--- src/rtl/mc_sched_pkg.sv ---
// rtl/mc_sched_pkg.sv - shared state types and default sizes for the MC job scheduler
package mc_sched_pkg;

  typedef enum logic [1:0] {
    EXP_IDLE = 2'd0,
    EXP_RUN  = 2'd1,
    EXP_FULL = 2'd2
  } exp_state_t;

  typedef enum logic {
    CORE_IDLE = 1'b0,
    CORE_RUN  = 1'b1
  } core_state_t;

  localparam int EXP_MU_N_DEF    = 3;
  localparam int EXP_SIGMA_N_DEF = 3;
  localparam int CORE_N_DEF      = 2;
  localparam int SEL_W_DEF       = 2;

endpackage

--- src/rtl/mc_done_collector.sv ---
// rtl/mc_done_collector.sv - accumulates per-unit done pulses, flags completion and repeats
module mc_done_collector #(
  parameter int W = 2
) (
  input  logic         i_clk,
  input  logic         i_rst_n,
  input  logic         i_en,
  input  logic         i_clr,
  input  logic [W-1:0] i_done,
  output logic         o_all,
  output logic         o_dup
);

  logic [W-1:0] r_mask;
  logic [W-1:0] w_done;

  assign w_done = i_en ? i_done : '0;
  // Completion counts bits arriving this cycle so the stage can advance on the next edge.
  assign o_all  = i_en && (&(r_mask | w_done));
  assign o_dup  = |(r_mask & w_done);

  always_ff @(posedge i_clk or negedge i_rst_n) begin
    if (!i_rst_n) begin
      r_mask <= '0;
    end else if (i_clr) begin
      r_mask <= '0;
    end else begin
      r_mask <= r_mask | w_done;
    end
  end

endmodule

--- src/rtl/mc_job_scheduler.sv ---
// rtl/mc_job_scheduler.sv - exp/core stage FSMs with ping-pong table bank for the MC pipeline
module mc_job_scheduler
  import mc_sched_pkg::*;
#(
  parameter int EXP_MU_N    = EXP_MU_N_DEF,
  parameter int EXP_SIGMA_N = EXP_SIGMA_N_DEF,
  parameter int CORE_N      = CORE_N_DEF,
  parameter int SEL_W       = SEL_W_DEF
) (
  input  logic              CLK,
  input  logic              iRstN,
  input  logic              iOptionValid,
  output logic              oOptionAck,
  output logic              oExpStart,
  input  logic              iExpMuDone,
  input  logic              iExpSigmaDone,
  output logic [SEL_W-1:0]  oExpMuSel,
  output logic [SEL_W-1:0]  oExpSigmaSel,
  output logic              oWrBank,
  output logic              oCoreStart,
  input  logic [CORE_N-1:0] iCoreDone,
  output logic              oExpBusy,
  output logic              oCoreBusy,
  output logic              oResultValid,
  output logic              oOverrun
);

  exp_state_t       r_exp_state;
  core_state_t      r_core_state;
  logic             r_pending;
  logic             r_opt_ack;
  logic             r_exp_start;
  logic             r_core_start;
  logic             r_result_valid;
  logic             r_wr_bank;
  logic             r_overrun;
  logic [SEL_W-1:0] r_mu_sel;
  logic [SEL_W-1:0] r_sigma_sel;

  logic             w_exp_run;
  logic             w_core_run;
  logic             w_exp_all;
  logic             w_exp_dup;
  logic             w_core_all;
  logic             w_core_dup;
  logic             w_err;
  logic             w_launch;

  assign w_exp_run  = (r_exp_state == EXP_RUN);
  assign w_core_run = (r_core_state == CORE_RUN);
  assign w_launch   = (r_exp_state == EXP_IDLE) && (r_pending || iOptionValid);

  mc_done_collector #(.W(2)) u_exp_done (
    .i_clk   (CLK),
    .i_rst_n (iRstN),
    .i_en    (w_exp_run),
    .i_clr   (w_exp_all),
    .i_done  ({iExpSigmaDone, iExpMuDone}),
    .o_all   (w_exp_all),
    .o_dup   (w_exp_dup)
  );

  mc_done_collector #(.W(CORE_N)) u_core_done (
    .i_clk   (CLK),
    .i_rst_n (iRstN),
    .i_en    (w_core_run),
    .i_clr   (w_core_all),
    .i_done  (iCoreDone),
    .o_all   (w_core_all),
    .o_dup   (w_core_dup)
  );

  assign w_err = (iOptionValid && r_pending)
               || ((iExpMuDone || iExpSigmaDone) && !w_exp_run)
               || w_exp_dup
               || ((|iCoreDone) && !w_core_run)
               || w_core_dup;

  always_ff @(posedge CLK or negedge iRstN) begin
    if (!iRstN) begin
      r_exp_state    <= EXP_IDLE;
      r_core_state   <= CORE_IDLE;
      r_pending      <= 1'b0;
      r_opt_ack      <= 1'b0;
      r_exp_start    <= 1'b0;
      r_core_start   <= 1'b0;
      r_result_valid <= 1'b0;
      r_wr_bank      <= 1'b0;
      r_overrun      <= 1'b0;
      r_mu_sel       <= '0;
      r_sigma_sel    <= '0;
    end else begin
      r_opt_ack      <= 1'b0;
      r_exp_start    <= 1'b0;
      r_core_start   <= 1'b0;
      r_result_valid <= 1'b0;
      if (w_err) begin
        r_overrun <= 1'b1;
      end

      if (w_launch) begin
        r_pending <= 1'b0;
      end else if (iOptionValid) begin
        r_pending <= 1'b1;
      end

      case (r_exp_state)
        EXP_IDLE: begin
          if (w_launch) begin
            r_exp_state <= EXP_RUN;
            r_exp_start <= 1'b1;
            r_opt_ack   <= 1'b1;
            r_mu_sel    <= '0;
            r_sigma_sel <= '0;
          end
        end
        EXP_RUN: begin
          if (w_exp_all) begin
            r_exp_state <= EXP_FULL;
            r_mu_sel    <= '0;
            r_sigma_sel <= '0;
          end else begin
            r_mu_sel    <= (r_mu_sel == SEL_W'(EXP_MU_N - 1)) ? '0 : r_mu_sel + 1'b1;
            r_sigma_sel <= (r_sigma_sel == SEL_W'(EXP_SIGMA_N - 1)) ? '0 : r_sigma_sel + 1'b1;
          end
        end
        EXP_FULL: begin
          // Hand-off: the finished bank goes to the cores, generators move to the other bank.
          if (r_core_state == CORE_IDLE) begin
            r_exp_state  <= EXP_IDLE;
            r_core_start <= 1'b1;
            r_wr_bank    <= ~r_wr_bank;
          end
        end
        default: begin
          r_exp_state <= EXP_IDLE;
        end
      endcase

      case (r_core_state)
        CORE_IDLE: begin
          if (r_exp_state == EXP_FULL) begin
            r_core_state <= CORE_RUN;
          end
        end
        CORE_RUN: begin
          if (w_core_all) begin
            r_core_state   <= CORE_IDLE;
            r_result_valid <= 1'b1;
          end
        end
        default: begin
          r_core_state <= CORE_IDLE;
        end
      endcase
    end
  end

  assign oOptionAck   = r_opt_ack;
  assign oExpStart    = r_exp_start;
  assign oCoreStart   = r_core_start;
  assign oResultValid = r_result_valid;
  assign oWrBank      = r_wr_bank;
  assign oOverrun     = r_overrun;
  assign oExpMuSel    = r_mu_sel;
  assign oExpSigmaSel = r_sigma_sel;
  assign oExpBusy     = w_exp_run;
  assign oCoreBusy    = w_core_run;

endmodule

--- config.mk ---
export PLATFORM = sky130hd
export DESIGN_NAME = mc_job_scheduler
export DESIGN_NICKNAME = d
export VERILOG_FILES = /design/src/rtl/mc_sched_pkg.sv /design/src/rtl/mc_done_collector.sv /design/src/rtl/mc_job_scheduler.sv
export SDC_FILE = /design/constraint.sdc
export NUM_CORES = 1
export LEC_CHECK = 0
export ABC_AREA = 1
export BUFFER_PORTS_ARGS = -buffer_cell sky130_fd_sc_hd__buf_2
export CAP_MARGIN = 15
export CELL_PAD_IN_SITES_DETAIL_PLACEMENT = 0
export CELL_PAD_IN_SITES_GLOBAL_PLACEMENT = 1
export CORE_MARGIN = 2
export CORE_UTILIZATION = 40
export CTS_CLUSTER_DIAMETER = 100
export DETAILED_ROUTE_END_ITERATION = 10
export GPL_ROUTABILITY_DRIVEN = 0
export PLACE_DENSITY_LB_ADDON = 0.08
export SKIP_CTS_REPAIR_TIMING = 1
export SYNTH_ARGS = -nofsm -noshare
export SYNTH_HDL_FRONTEND = slang
export SYNTH_SLANG_ARGS = --single-unit
--- constraint.sdc ---
create_clock -name CLK -period 1.65 [get_ports CLK]
set_input_delay 0.2475 -clock CLK [delete_from_list [all_inputs] [get_ports CLK]]
set_output_delay 0.2475 -clock CLK [all_outputs]
set_load 0.05 [all_outputs]
# Word level (Yosys, flattened, before mapping)
# Index checks and enable logic that the tools add are counted.
dict set report totals {
  reg_bits 17
  input_bits 7
  word_cells 78
}
dict set report classes {
  add_sub_neg 2
  n_eq_ne 7
  n_mux 26
  n_bitwise 6
  n_reduce_logical 25
}
# cell n
set ops {}
lappend ops {{$mux W2} 12}
lappend ops {{$mux W1} 10}
lappend ops {{$pmux W2 S2} 2}
lappend ops {{$reduce_and A2 Y1} 4}
lappend ops {{$eq A2 B2 Y1 const B} 3}
lappend ops {{$logic_and A1 B1 Y1} 6}
lappend ops {{$logic_or A1 B1 Y1} 6}
lappend ops {{$ne A2 B2 Y1 const B} 3}
lappend ops {{$pmux W2 S3} 1}
lappend ops {{$reduce_or A2 Y1} 3}
lappend ops {{$add A2 B1 Y2 const B} 2}
lappend ops {{$and A2 B2 Y2} 2}
lappend ops {{$or A2 B2 Y2} 2}
lappend ops {{$reduce_bool A2 Y1} 2}
lappend ops {{$reduce_and A3 Y1} 1}
lappend ops {{$eq A2 B1 Y1 const B} 1}
lappend ops {{$logic_not A1 Y1} 2}
lappend ops {{$logic_not A2 Y1} 1}
lappend ops {{$not A1 Y1} 2}
lappend ops {{$pmux W1 S2} 1}

# Logic depth before layout (Yosys ltp)
# Gate-level depths: netlist of run 1.
dict set report depth {
  depth_word 7
  ltp_mapped 6
  depth_no_buf 6
}

# By module
# From an unflattened synthesis of run 1, not the netlist that was laid out.
dict set report hier_totals {
  cells_unflattened 90
  hier_area_um2 744.5
}
# module n_inst cells_per_inst area_per_inst_um2 seq_area_each_um2
set by_module_without_submodules {}
lappend by_module_without_submodules {mc_job_scheduler 1 68 564.3 325.3}
lappend by_module_without_submodules {mc_done_collector 2 11 90.1 50.0}

# Worst setup path after synthesis of run 1
# No wires, ideal clock.
dict set report synth_path {
  kind {flip-flop to flip-flop}
  start {register r_core_state (netlist: oCoreBusy)}
  end {register u_core_done.r_mask[1]}
  setup_time_ps 113
  t_arrival_ps 1143
  required_time_ps 1537
  path_slack_ps 395
  stages_incl_launch_ff 5
  n_path_buf 0
  period_less_slack_ps 1255
  path_cell_list {dfrtp_1 -> o21ai_1 -> nor2_2 -> or2_1 -> inv_1}
}
dict set report synth_between {
  elab_chain_cells 5
}
# element line
set synth_rtl {}
lappend synth_rtl {{start, declared} mc_job_scheduler.sv:29} ;# core_state_t r_core_state;
lappend synth_rtl {{start signal, assigned} mc_job_scheduler.sv:82} ;# r_core_state <= CORE_IDLE;
lappend synth_rtl {{start signal, assigned} mc_job_scheduler.sv:143} ;# r_core_state <= CORE_RUN;
lappend synth_rtl {{start signal, assigned} mc_job_scheduler.sv:148} ;# r_core_state <= CORE_IDLE;
lappend synth_rtl {{$mux W2} mc_done_collector.sv:17} ;# assign w_done = i_en ? i_done : '0;
lappend synth_rtl {{$or A2 B2 Y2} {mc_done_collector.sv:19, mc_done_collector.sv:28}}
lappend synth_rtl {{$reduce_and A2 Y1} mc_done_collector.sv:19} ;# assign o_all = i_en && (&(r_mask | w_done));
lappend synth_rtl {{$logic_and A1 B1 Y1} mc_done_collector.sv:19}
lappend synth_rtl {{$mux W2 (*)} mc_done_collector.sv:25} ;# end else if (i_clr) begin
lappend synth_rtl {{end signal, assigned} mc_done_collector.sv:28} ;# r_mask <= r_mask | w_done;
lappend synth_rtl {{end, declared} mc_done_collector.sv:14} ;# logic [W-1:0] r_mask;
# Every way passes the cells marked *; elsewhere a longest branch is shown, timed or not.
# A chain may end at the register's enable or synchronous reset.

# Worst setup path after layout of run 1
dict set report layout_path {
  start {register r_exp_state[1]}
  end {output oExpBusy}
}
dict set report layout_between {
  elab_chain_cells 1
}
# element line
set layout_rtl {}
lappend layout_rtl {{start, declared} mc_job_scheduler.sv:28} ;# exp_state_t r_exp_state;
lappend layout_rtl {{start signal, assigned} mc_job_scheduler.sv:81} ;# r_exp_state <= EXP_IDLE;
lappend layout_rtl {{start signal, assigned} mc_job_scheduler.sv:110} ;# r_exp_state <= EXP_RUN;
lappend layout_rtl {{start signal, assigned} mc_job_scheduler.sv:119} ;# r_exp_state <= EXP_FULL;
lappend layout_rtl {{$eq A2 B1 Y1} mc_job_scheduler.sv:49} ;# assign w_exp_run = (r_exp_state == EXP_RUN);
lappend layout_rtl {{end, declared} mc_job_scheduler.sv:22} ;# output logic oExpBusy,
# No other way between the ends.

==> results by stage, run 1 <==
Drt:
- For this block, the initial DRC count from the detailed router was 7.
- The met1 routed wirelength after detailed routing is 636 um.
- The post-detailed-route count of antenna-violating nets is 0.
- The post-detailed-route via-to-cell ratio is 4.39.
- In the final routed layout, each cell accounts on average for 9.92 um.
- The top layer reached by signal wires is met4.
- The sum of met2 wire segment lengths after detailed routing is 617 um.
- For this run, design rule violations remaining after detail routing come to 0.
- The detailed-routing iteration count for the pre-antenna-repair pass is 3.
- After detailed routing, the total wire length is 1.34 mm.
- For this block, the via count after detailed routing is 593.
- The total length of routed met3 wires is 50 um.

Synthesis:
- The share of the Yosys chip area taken by registers is 0.541.
- The top-area cell type share of the netlist area is 0.541.
- The register bit total from synthesis is 17.
- The number of nets in the synthesized netlist is 93.
- The cell area after technology mapping is 786 sq um.
- The count of warnings emitted by yosys is 0.
- Yosys mapped the design onto 20 distinct sky130hd cell types.
- Ranked by total cell area, the synthesized netlist is headed by sky130_fd_sc_hd__dfrtp_1, sky130_fd_sc_hd__nand2_1, sky130_fd_sc_hd__nand3_1.
- The synthesized design spends more area on one cell type than any other, namely sky130_fd_sc_hd__dfrtp_1.
- Synthesis handed over a netlist of 86 instances.
- A synthesized cell averages 9.14 sq um.

Timing:
- Setup violations remaining at the end of the flow were counted as 0.
- The number of pins with negative max-slew slack in the final report was 0.
- The worst relative slew slack is 0.742.
- The share of the clock period used by the worst path is 0.944.
- Setup total negative slack on the finished layout was measured at 0 ps.
- After layout, the minimum clock period comes to 1560 ps.
- The number of hold violations in the final report is 0.
- Timing would allow up to 0.642 GHz.
- Setup repair after global routing left no endpoint under its margin.
- The worst clock skew is 2.56 ps.
- The slew at the pin with the worst max-slew slack is 387 ps.

Worst setup path:
- The kind of capture point of the worst setup path is an output port.
- The setup slack on the worst flop-to-flop path is 540 ps.
- The endpoint of the worst-slack reg-to-reg timing path is u_exp_done.r_mask[1]$_DFF_PN0_.
- The startpoint identified for the worst register-to-register timing path is r_exp_state[1]$_DFFE_PN0P_.
- The data required time at the worst endpoint is 1400 ps.
- Data arrives at the worst endpoint at 1310 ps.
- Of all nets on the critical path, the largest fanout is 7.
- The kind of launch point of the worst setup path is a flip-flop.
- The number of cells on the worst reg-to-reg path is 6.
- The category of the critical setup timing path is flip-flop to output port.

Placement:
- In this run the cell area measured after placement is 902 sq um.
- The count of input and output buffers is 18.
- The number of placed instances with taps included is 130.
- The HPWL after detailed placement is 978 um.

Cells and area:
- The count of non-filler cells in the finished layout is 135.
- The layout-stage area growth over the synthesis result is 19.9%.
- The number of antenna repair diodes is 0.
- In the layout the commonest cells are sky130_fd_sc_hd__buf_2, sky130_fd_sc_hd__dfrtp_1, sky130_fd_sc_hd__nand2_1, sky130_fd_sc_hd__nor2_1, sky130_fd_sc_hd__inv_1.
- Counting the fill cells in the layout gives 196.
- With fillers left out, the area of the finished cells amounts to 942 sq um.
- In the final layout, the share of cells above drive strength 1 is 0.333.
- The final net count is 116.
- For this run, the share of the core covered by cells in the final layout is 0.495.

Pwr:
- The power density relative to cell area is 2300 nW/um^2.
- The leakage component of the power is 0.509 nW.
- Across the VDD grid, the largest voltage drop is 1.08 mV.

Clock network:
- In this run the number of H-tree levels came out at 1.
- TritonCTS built the clock tree.
- The buffer levels on the longest clock path is 2.
- Clock-pin slew was measured on the worst setup and hold paths at 100 ps.
- The total clock buffers created by CTS is 3.
- Clock latency on the worst-skew pair, taken at its later pin, is 300 ps.
- The number of clock sinks is 17.
- The root buffer selected by CTS is sky130_fd_sc_hd__clkbuf_4.

Global route:
- The number of global-route vias before repair came to 567.
- The global-route wire length before repair is 2.36 mm.
- Across every metal layer, demand over resource in global routing totals 0.136.
- The largest net degree at the start of global routing is 18.
- The initial antenna violation count is 0.
- Global routing finished with a remaining overflow of 0.

Worst hold path:
- The startpoint of the tightest hold check path is iCoreDone[0].
- The endpoint of the worst hold-timing path is u_core_done.r_mask[0]$_DFF_PN0_.
- The class of the tightest hold or removal check is primary input to flip-flop.
- The worst hold path was traced through 3 stages.

Die:
- The number of rows created at floorplan is 16.
- The height of the chip is 48.3 um.
- The number of ports placed on the die boundary is 19.
- For this configuration, the core starts out at a cell density of 0.413.
- From left edge to right edge, the die measures 48.3 um.
- The die covers 2330 sq um.
- The core region is 1900 sq um.

Flow run:
- The max-capacitance violation count is 0.

Outcome:
- The run finished with clean final reports.
area by class of cell:
cell class              instances  area [sq um]  area share
clock inverters                 1          5.00     0.00531
clock buffers                   3          22.5      0.0239
multi-input cells              55           302       0.320
inverters                      13          51.3      0.0544
well taps                      27          33.8      0.0359
flip-flops and latches         17           425       0.452
repair buffers                 19           103       0.109
how the worst max path moves through the flow:
stage / start / endpoint / slack (ps)
2_1_floorplan: oCoreBusy$_DFF_PN0_ / u_core_done.r_mask[1]$_DFF_PN0_ / 390
3_3_place_gp: r_exp_state[1]$_DFFE_PN0P_ / oExpBusy / 400
3_5_place_dp: r_exp_state[1]$_DFFE_PN0P_ / oExpBusy / 390
4_1_cts: r_exp_state[1]$_DFFE_PN0P_ / oExpBusy / 40
5_1_grt: r_exp_state[1]$_DFFE_PN0P_ / oExpBusy / 6
6_report: r_exp_state[1]$_DFFE_PN0P_ / oExpBusy / 90
critical path, stage by stage, from the launching register on:
cell and delay [ps]:
sky130_fd_sc_hd__dfrtp_1 420, sky130_fd_sc_hd__inv_2 130, sky130_fd_sc_hd__nand2_4 90, sky130_fd_sc_hd__inv_4 120, sky130_fd_sc_hd__clkbuf_4 240
Yosys cell counts:
library cell,number
sky130_fd_sc_hd__buf_4,1
sky130_fd_sc_hd__nor2_4,1
sky130_fd_sc_hd__nand2_2,2
sky130_fd_sc_hd__o21ai_0,2
sky130_fd_sc_hd__a21oi_2,1
sky130_fd_sc_hd__a21oi_1,4
sky130_fd_sc_hd__xnor2_1,1
sky130_fd_sc_hd__inv_4,1
sky130_fd_sc_hd__inv_2,2
sky130_fd_sc_hd__nor2_8,1
sky130_fd_sc_hd__dfrtp_1,17
sky130_fd_sc_hd__nand2_1,13
sky130_fd_sc_hd__inv_1,10
sky130_fd_sc_hd__nand3_1,9
sky130_fd_sc_hd__nor2_1,12
sky130_fd_sc_hd__nor2_2,2
sky130_fd_sc_hd__or2_1,1
sky130_fd_sc_hd__nand2_4,3
sky130_fd_sc_hd__o21ai_1,2
sky130_fd_sc_hd__o21ai_2,1
through the flow:
stage | hold slack, ps | worst slack (ps) | power (mW)
after CTS | -144 | 39.4 | 2.19
after global placement | 191 | 402 | 1.96
final | 248 | 92.4 | 2.17
after detailed placement | 192 | 391 | 1.96
after global routing | 264 | 6.44 | 2.34
after floorplan | -48.1 | 395 | 1.74
power by group:
part | total (mW) | switching, mW | internal [mW] | leakage, nW
Clock | 0.224 | 0.133 | 0.0904 | 0.0177
Sequential | 0.739 | 0.143 | 0.596 | 0.209
Combinational | 1.21 | 0.869 | 0.340 | 0.282
Total | 2.17 | 1.15 | 1.03 | 0.509
layer usage:
layer	vias to the layer above	track usage
li1	312	-
met1	264	0.159
met2	14	0.208
met3	3	0.0463
met4	0	0.100
met5	-	0
cells by family after synthesis:
logic type / after synthesis / share of synthesized area
AO/OA/AOI/OAI: 10 / 0.0733
XOR/XNOR: 1 / 0.0111
flip-flops: 17 / 0.541
AND/OR/NAND/NOR: 44 / 0.299
buffers and inverters: 14 / 0.0749
flip-flops by register name (all words and copies together), names as in the netlist:
signal              flops
oExpStart               1
oExpMuSel               2
oExpSigmaSel            2
r_exp_state             2
oWrBank                 1
u_exp_done.r_mask       2
oResultValid            1
u_core_done.r_mask      2
oCoreStart              1
oCoreBusy               1
r_pending               1
oOverrun                1
No activity file was read; power rests on OpenSTA's default activity.
==> inputs of run 2 (changes only) <==
--- a/config.mk
+++ b/config.mk
@@ -10,6 +10,7 @@
 export CAP_MARGIN = 15
 export CELL_PAD_IN_SITES_DETAIL_PLACEMENT = 0
 export CELL_PAD_IN_SITES_GLOBAL_PLACEMENT = 1
+export CORE_ASPECT_RATIO = 1.1
 export CORE_MARGIN = 2
 export CORE_UTILIZATION = 40
 export CTS_CLUSTER_DIAMETER = 100
==> results by stage, run 2 (same netlist as run 1, synthesis figures left out) <==
Drt:
- The post-detailed-route via-to-cell ratio is 4.39 (-0.17%).
- The post-detailed-route count of antenna-violating nets is 0 (unchanged).
- The post-detailed-routing wire length came to 1.34 mm (-0.15%).
- The detailed-routing iteration count for the pre-antenna-repair pass is 2 (-1).
- The average detailed-routed wire length per instance was 9.90 um (-0.15%).
- The final routed DRC violation total came to 0 (unchanged).
- The total vias in the final route came to 592 (-0.17%).
- The violation count after the first detailed-route iteration came to 3 (-4).

Placement:
- The count of input and output buffers is 18 (unchanged).
- The HPWL reported at the end of detailed placement is 1.02 mm (+4.5%).
- The total placed instance area is 902 sq um (unchanged).
- The worst setup timing slack at the placement stage is 391 ps (-0.467 ps).
- The number of placed instances with taps included is 130 (unchanged).

Clock network:
- The buffer levels on the longest clock path came to 2 (unchanged).
- The clock input transition at the sequential cells of the worst setup and hold paths was 100 ps (about the same).
- The CTS H-tree depth is 1 (unchanged).
- The clock network latency to the later pin of the worst-skew pair is 290 ps (about the same).
- In this run the clock root is driven by a sky130_fd_sc_hd__clkbuf_4.
- The total clock buffers created by CTS is 3 (unchanged).
- The number of clock sinks is 17 (unchanged).
- The TritonCTS clock tree is built.

Pwr:
- The switching power summed over all nets is 1.15 mW (+0.31%).
- The total internal power was 1.03 mW (about the same).
- The power density relative to cell area came to 2310 nW/um^2 (+0.15%).
- The share of total power in the clock network is 0.103 (about the same).
- The worst IR drop on VDD was 1.22 mV (+13%).
- The power after layout is 2.17 mW (+0.15%).
- The switching portion of total power is 0.528 (+0.000844).
- The leakage component of the power is 0.509 nW (unchanged).
- The relative contribution of combinational cells to total power is 0.557 (about the same).
- The sequential fraction of design power is 0.341 (about the same).

Timing:
- The worst clock skew was 2.42 ps (-0.143 ps).
- The final critical-path setup slack is 98.8 ps (+6.45 ps).
- The setup TNS is 0 ps (unchanged).
- The number of pins with negative max-slew slack in the final report came to 0 (unchanged).
- The share of the clock period used by the worst path is 0.940 (-0.00391).
- The clock period minus worst slack was 1550 ps (-6.45 ps).
- The final number of setup-violating endpoints is 0 (unchanged).
- Setup repair after global routing left no endpoint under its margin.
- The worst relative slew slack came to 0.745 (+0.00265).
- The final hold slack is 257 ps (+9.33 ps).
- The fmax was 0.645 GHz (+0.42%).
- The slew at the pin with the worst max-slew slack is 383 ps (-3.97 ps).
- The number of hold violations in the final report was 0 (unchanged).

Global route:
- The total congestion overflow was 0 (unchanged).
- The largest net degree at the start of global routing is 18 (unchanged).
- The global-route wire length before repair is 2.40 mm (+1.8%).
- The overall track demand over capacity in global routing was 0.144 (+0.00840).
- The number of global-route vias before repair is 565 (-0.35%).
- The initial antenna violation count is 0 (unchanged).

Die:
- The number of rows created at floorplan is 16 (unchanged).
- The number of ports placed on the die boundary came to 19 (unchanged).
- The area enclosed by the die boundary is 2340 sq um (about the same).
- The die extent in x is 46.3 um (-4.3%).
- The placeable core region is 1820 sq um (-4.2%).
- The height of the chip was 50.5 um (+4.5%).
- The starting utilization of the core area came to 0.431 (+0.0182).

Worst setup path:
- The data required time at the worst endpoint is 1400 ps (about the same).
- The maximum fanout along the worst path is 7 (unchanged).
- The data arrival at the endpoint of the critical path was 1300 ps (about the same).
- The category of the critical setup timing path is flip-flop to output port.
- STA classifies the critical path startpoint as a flip-flop.
- The worst setup path is captured at an output port.

Cells and area:
- The number of antenna repair diodes is 0 (unchanged).
- The core utilization of the finished layout is 0.517 (+0.0218).
- The count of non-filler cells in the finished layout is 135 (unchanged).
- The proportion of layout cells with a drive suffix above 1 is 0.333 (unchanged).
- The final net count is 116 (unchanged).
- The library cells used most frequently in the layout, excluding fill and tap cells, are sky130_fd_sc_hd__buf_2, sky130_fd_sc_hd__dfrtp_1, sky130_fd_sc_hd__nand2_1, sky130_fd_sc_hd__nor2_1, sky130_fd_sc_hd__inv_1.
- The layout-stage area growth over the synthesis result is 19.9% (unchanged).
- The final non-filler cell area is 942 sq um (unchanged).

Flow run:
- The max-capacitance violation count is 0 (unchanged).

Worst hold path:
- The class of the tightest hold or removal check is primary input to flip-flop.

Outcome:
- The flow ran to the end, and the final reports show no timing, DRC or antenna violations.
[run 2: cell counts in the layout (fill, tap and decap cells not counted)]
No cell type changed its count.
[run 2: area by class of cell]
type	instances	area, sq um
clock inverter	1	5.00
fill	196	880
inverter	13	51.3
tap	27	33.8
multi-input combinational	55	302
clock buffer	3	22.5
timing repair buffer	19	103
sequential	17	425
[run 2: power groups by stage]
stage,combinational (mW),sequential [mW],clock [mW]
floorplan,0.684,1.05,0
global placement,1.22,0.744,0
detailed placement,1.22,0.752,0
CTS,1.22,0.744,0.236
global route,1.34,0.773,0.250
finish,1.21,0.741,0.224
[run 2: path summary, 6_finish.rpt]
kind	startpoint	endpoint	slack, ps	cells past startpoint
max	r_exp_state[1]$_DFFE_PN0P_	oExpBusy	100	4
min	iCoreDone[0]	u_core_done.r_mask[0]$_DFF_PN0_	260	3
max reg2reg	r_exp_state[1]$_DFFE_PN0P_	u_exp_done.r_mask[1]$_DFF_PN0_	540	6
min reg2reg	oWrBank$_DFFE_PN0P_	oWrBank$_DFFE_PN0P_	480	1
max in group asynchronous	iRstN	oExpSigmaSel[0]$_DFFE_PN0P_	980	2
min in group asynchronous	iRstN	oOverrun$_DFFE_PN0P_	400	2
[run 2: per-layer routing]
metal	GRT usage	share of wire	vias to the layer above
li1	-	-	312
met1	0.198	0.46	263
met2	0.211	0.49	15
met3	0.0324	0.038	2
met4	0.0714	0.013	0
met5	0	0	-
[run 2: critical path: stages, from the launching register on]
cell,delay [ps]
sky130_fd_sc_hd__dfrtp_1,420
sky130_fd_sc_hd__inv_2,140
sky130_fd_sc_hd__nand2_4,90
sky130_fd_sc_hd__inv_4,120
sky130_fd_sc_hd__clkbuf_4,240
==> inputs of run 3 (changes only) <==
--- a/config.mk
+++ b/config.mk
@@ -8,11 +8,9 @@
 export ABC_AREA = 1
 export BUFFER_PORTS_ARGS = -buffer_cell sky130_fd_sc_hd__buf_2
 export CAP_MARGIN = 15
-export CELL_PAD_IN_SITES_DETAIL_PLACEMENT = 0
-export CELL_PAD_IN_SITES_GLOBAL_PLACEMENT = 1
 export CORE_ASPECT_RATIO = 1.1
 export CORE_MARGIN = 2
-export CORE_UTILIZATION = 40
+export CORE_UTILIZATION = 42
 export CTS_CLUSTER_DIAMETER = 100
 export DETAILED_ROUTE_END_ITERATION = 10
 export GPL_ROUTABILITY_DRIVEN = 0
==> results by stage, run 3 (same netlist as run 1, synthesis figures left out) <==
Outcome:
- The flow ran to the end, and the final reports show no timing, DRC or antenna violations.

Die:
- The starting utilization of the core area came to 0.441 (+0.00969).
- The number of rows created at floorplan is 16 (unchanged).
- The placeable core region was 1780 sq um (-2.2%).
- The die extent in x is 45.2 um (-2.2%).
- The area enclosed by the die boundary was 2230 sq um (-4.4%).
- The height of the chip is 49.4 um (-2.2%).
- The number of ports placed on the die boundary is 19 (unchanged).

Worst hold path:
- The worst hold path begins at iCoreDone[0].
- The worst hold path belongs to the class primary input to flip-flop.
- The endpoint of the worst hold-timing path is u_core_done.r_mask[0]$_DFF_PN0_.
- The instance count along the most critical hold path was 3 (unchanged).

Timing:
- The worst relative slew slack is 0.741 (-0.00389).
- The slew at the pin with the worst max-slew slack is 388 ps (+5.84 ps).
- The fmax is 0.640 GHz (-0.68%).
- The number of pins with negative max-slew slack in the final report was 0 (unchanged).
- The worst clock skew is 4.84 ps (+2.42 ps).
- The final number of setup-violating endpoints is 0 (unchanged).
- The final critical-path setup slack is 88.2 ps (-10.7 ps).
- The setup TNS is 0 ps (unchanged).
- Setup repair after global routing left no endpoint under its margin.
- The share of the clock period used by the worst path is 0.947 (+0.00648).
- The number of hold violations in the final report is 0 (unchanged).
- The clock period minus worst slack is 1560 ps (+10.7 ps).

Clock network:
- The number of clock sinks is 17 (unchanged).
- The buffer levels on the longest clock path is 2 (unchanged).
- The clock network latency to the later pin of the worst-skew pair is 290 ps (about the same).
- The total clock buffers created by CTS was 3 (unchanged).
- The TritonCTS clock tree is built.
- The root buffer selected by CTS is sky130_fd_sc_hd__clkbuf_4.
- The CTS H-tree depth is 1 (unchanged).
- The clock input transition at the sequential cells of the worst setup and hold paths was 100 ps (about the same).

Global route:
- The overall track demand over capacity in global routing is 0.139 (-0.00515).
- The largest net degree at the start of global routing came to 18 (unchanged).
- The global-route wire length before repair is 2.28 mm (-4.9%).
- The total congestion overflow is 0 (unchanged).
- The number of global-route vias before repair was 555 (-1.8%).
- The initial antenna violation count is 0 (unchanged).

Drt:
- The violation count after the first detailed-route iteration is 1 (-2).
- The total vias in the final route is 596 (+0.68%).
- The detailed-routing iteration count for the pre-antenna-repair pass is 3 (+1).
- The final routed DRC violation total came to 0 (unchanged).
- The post-detailed-route count of antenna-violating nets was 0 (unchanged).
- The post-detailed-routing wire length was 1.33 mm (-0.90%).
- The average detailed-routed wire length per instance came to 10.5 um (+6.2%).
- The post-detailed-route via-to-cell ratio is 4.73 (+7.9%).

Worst setup path:
- The worst setup path is of the flip-flop to output port kind.
- In this run the critical register-to-register path is captured at u_exp_done.r_mask[1]$_DFF_PN0_.
- The worst setup path is launched from a flip-flop.
- The data arrival at the endpoint of the critical path came to 1310 ps (about the same).
- The setup slack on the worst flop-to-flop path is 520 ps (-20 ps).
- The number of cells on the worst reg-to-reg path came to 6 (unchanged).
- The maximum fanout along the worst path is 7 (unchanged).
- Walking the worst path, the cells encountered are inv_2, nand2_4, inv_4, clkbuf_4.
- The worst setup path is captured at an output port.
- The slowest library cell on the worst path is sky130_fd_sc_hd__dfrtp_1.
- The peak per-stage delay on the critical path is 430 ps (about the same).
- The data required time at the worst endpoint is 1400 ps (about the same).
- The origin of the critical flop-to-flop path is r_exp_state[1]$_DFFE_PN0P_.

Placement:
- The worst setup timing slack at the placement stage is 380 ps (-11.1 ps).
- The HPWL reported at the end of detailed placement came to 1.01 mm (-1.5%).
- The total placed instance area is 891 sq um (-1.2%).
- The count of input and output buffers was 18 (unchanged).

Cells and area:
- The final net count was 116 (unchanged).
- The final non-filler cell area was 931 sq um (-1.2%).
- The sequential standard cell area is 425 sq um (unchanged).
- The number of inserted filler cells in the final layout is 172 (-12%).
- In the layout the commonest cells are sky130_fd_sc_hd__buf_2, sky130_fd_sc_hd__dfrtp_1, sky130_fd_sc_hd__nand2_1, sky130_fd_sc_hd__nor2_1, sky130_fd_sc_hd__inv_1.
- The number of antenna repair diodes came to 0 (unchanged).
- The multi-input combinational cell area is 302 sq um (unchanged).
- The proportion of layout cells with a drive suffix above 1 is 0.333 (unchanged).
- Compared with the post-synthesis result, the final layout area differs by 18.5%.

Pwr:
- The power density relative to cell area was 2340 nW/um^2 (+1.4%).
- The worst IR drop on VDD is 1.16 mV (-4.8%).
- The leakage component of the power came to 0.509 nW (unchanged).

Flow run:
- The max-capacitance violation count is 0 (unchanged).
run 3: cell type report:
class,instances,area share
tap,18,0.0242
timing repair buffer,19,0.110
clock buffer,3,0.0242
clock inverter,1,0.00538
inverter,13,0.0551
sequential,17,0.457
multi-input combinational,55,0.324
run 3: worst max-delay path by stage:
| stage | startpoint | to |
|---|---|---|
| 3_3_place_gp | r_exp_state[1]$_DFFE_PN0P_ | oExpBusy |
| 2_1_floorplan | oCoreBusy$_DFF_PN0_ | u_core_done.r_mask[1]$_DFF_PN0_ |
| 4_1_cts | r_exp_state[1]$_DFFE_PN0P_ | oExpBusy |
| 5_1_grt | r_exp_state[1]$_DFFE_PN0P_ | oExpBusy |
| 3_5_place_dp | r_exp_state[1]$_DFFE_PN0P_ | oExpBusy |
| 6_report | r_exp_state[1]$_DFFE_PN0P_ | oExpBusy |
run 3: critical path: cells and delay by family, from the launching register on:
family                 cells  cell delay (ps)
flip-flops                 1              430
AND/OR/NAND/NOR            1               90
buffers and inverters      3              500
run 3: through the flow:
step | utilization | instances | hold slack (ps) | total power [mW]
finish | 0.522 | 126 | 257 | 2.18
global route | 0.522 | 126 | 266 | 2.34
CTS | 0.515 | 125 | -131 | 2.19
detailed placement | 0.500 | 121 | 195 | 1.97
global placement | 0.500 | 121 | 195 | 1.95
floorplan | - | 86 | -48.1 | 1.74
run 3: power breakdown:
part / total, mW / switching [mW] / leakage [nW] / internal, mW
sequential: 0.739 / 0.143 / 0.209 / 0.596
combinational: 1.22 / 0.876 / 0.282 / 0.340
clock: 0.223 / 0.133 / 0.0177 / 0.0901
total: 2.18 / 1.15 / 0.509 / 1.03
run 3: routing by layer:
metal  GRT usage  up-vias  share of wire  wire length (um)
li1            -      310              -                 -
met1       0.185      269           0.47               617
met2       0.212       15           0.49               646
met3      0.0333        2          0.032                43
met4      0.0588        0          0.014                19
met5           0        -              0                 0
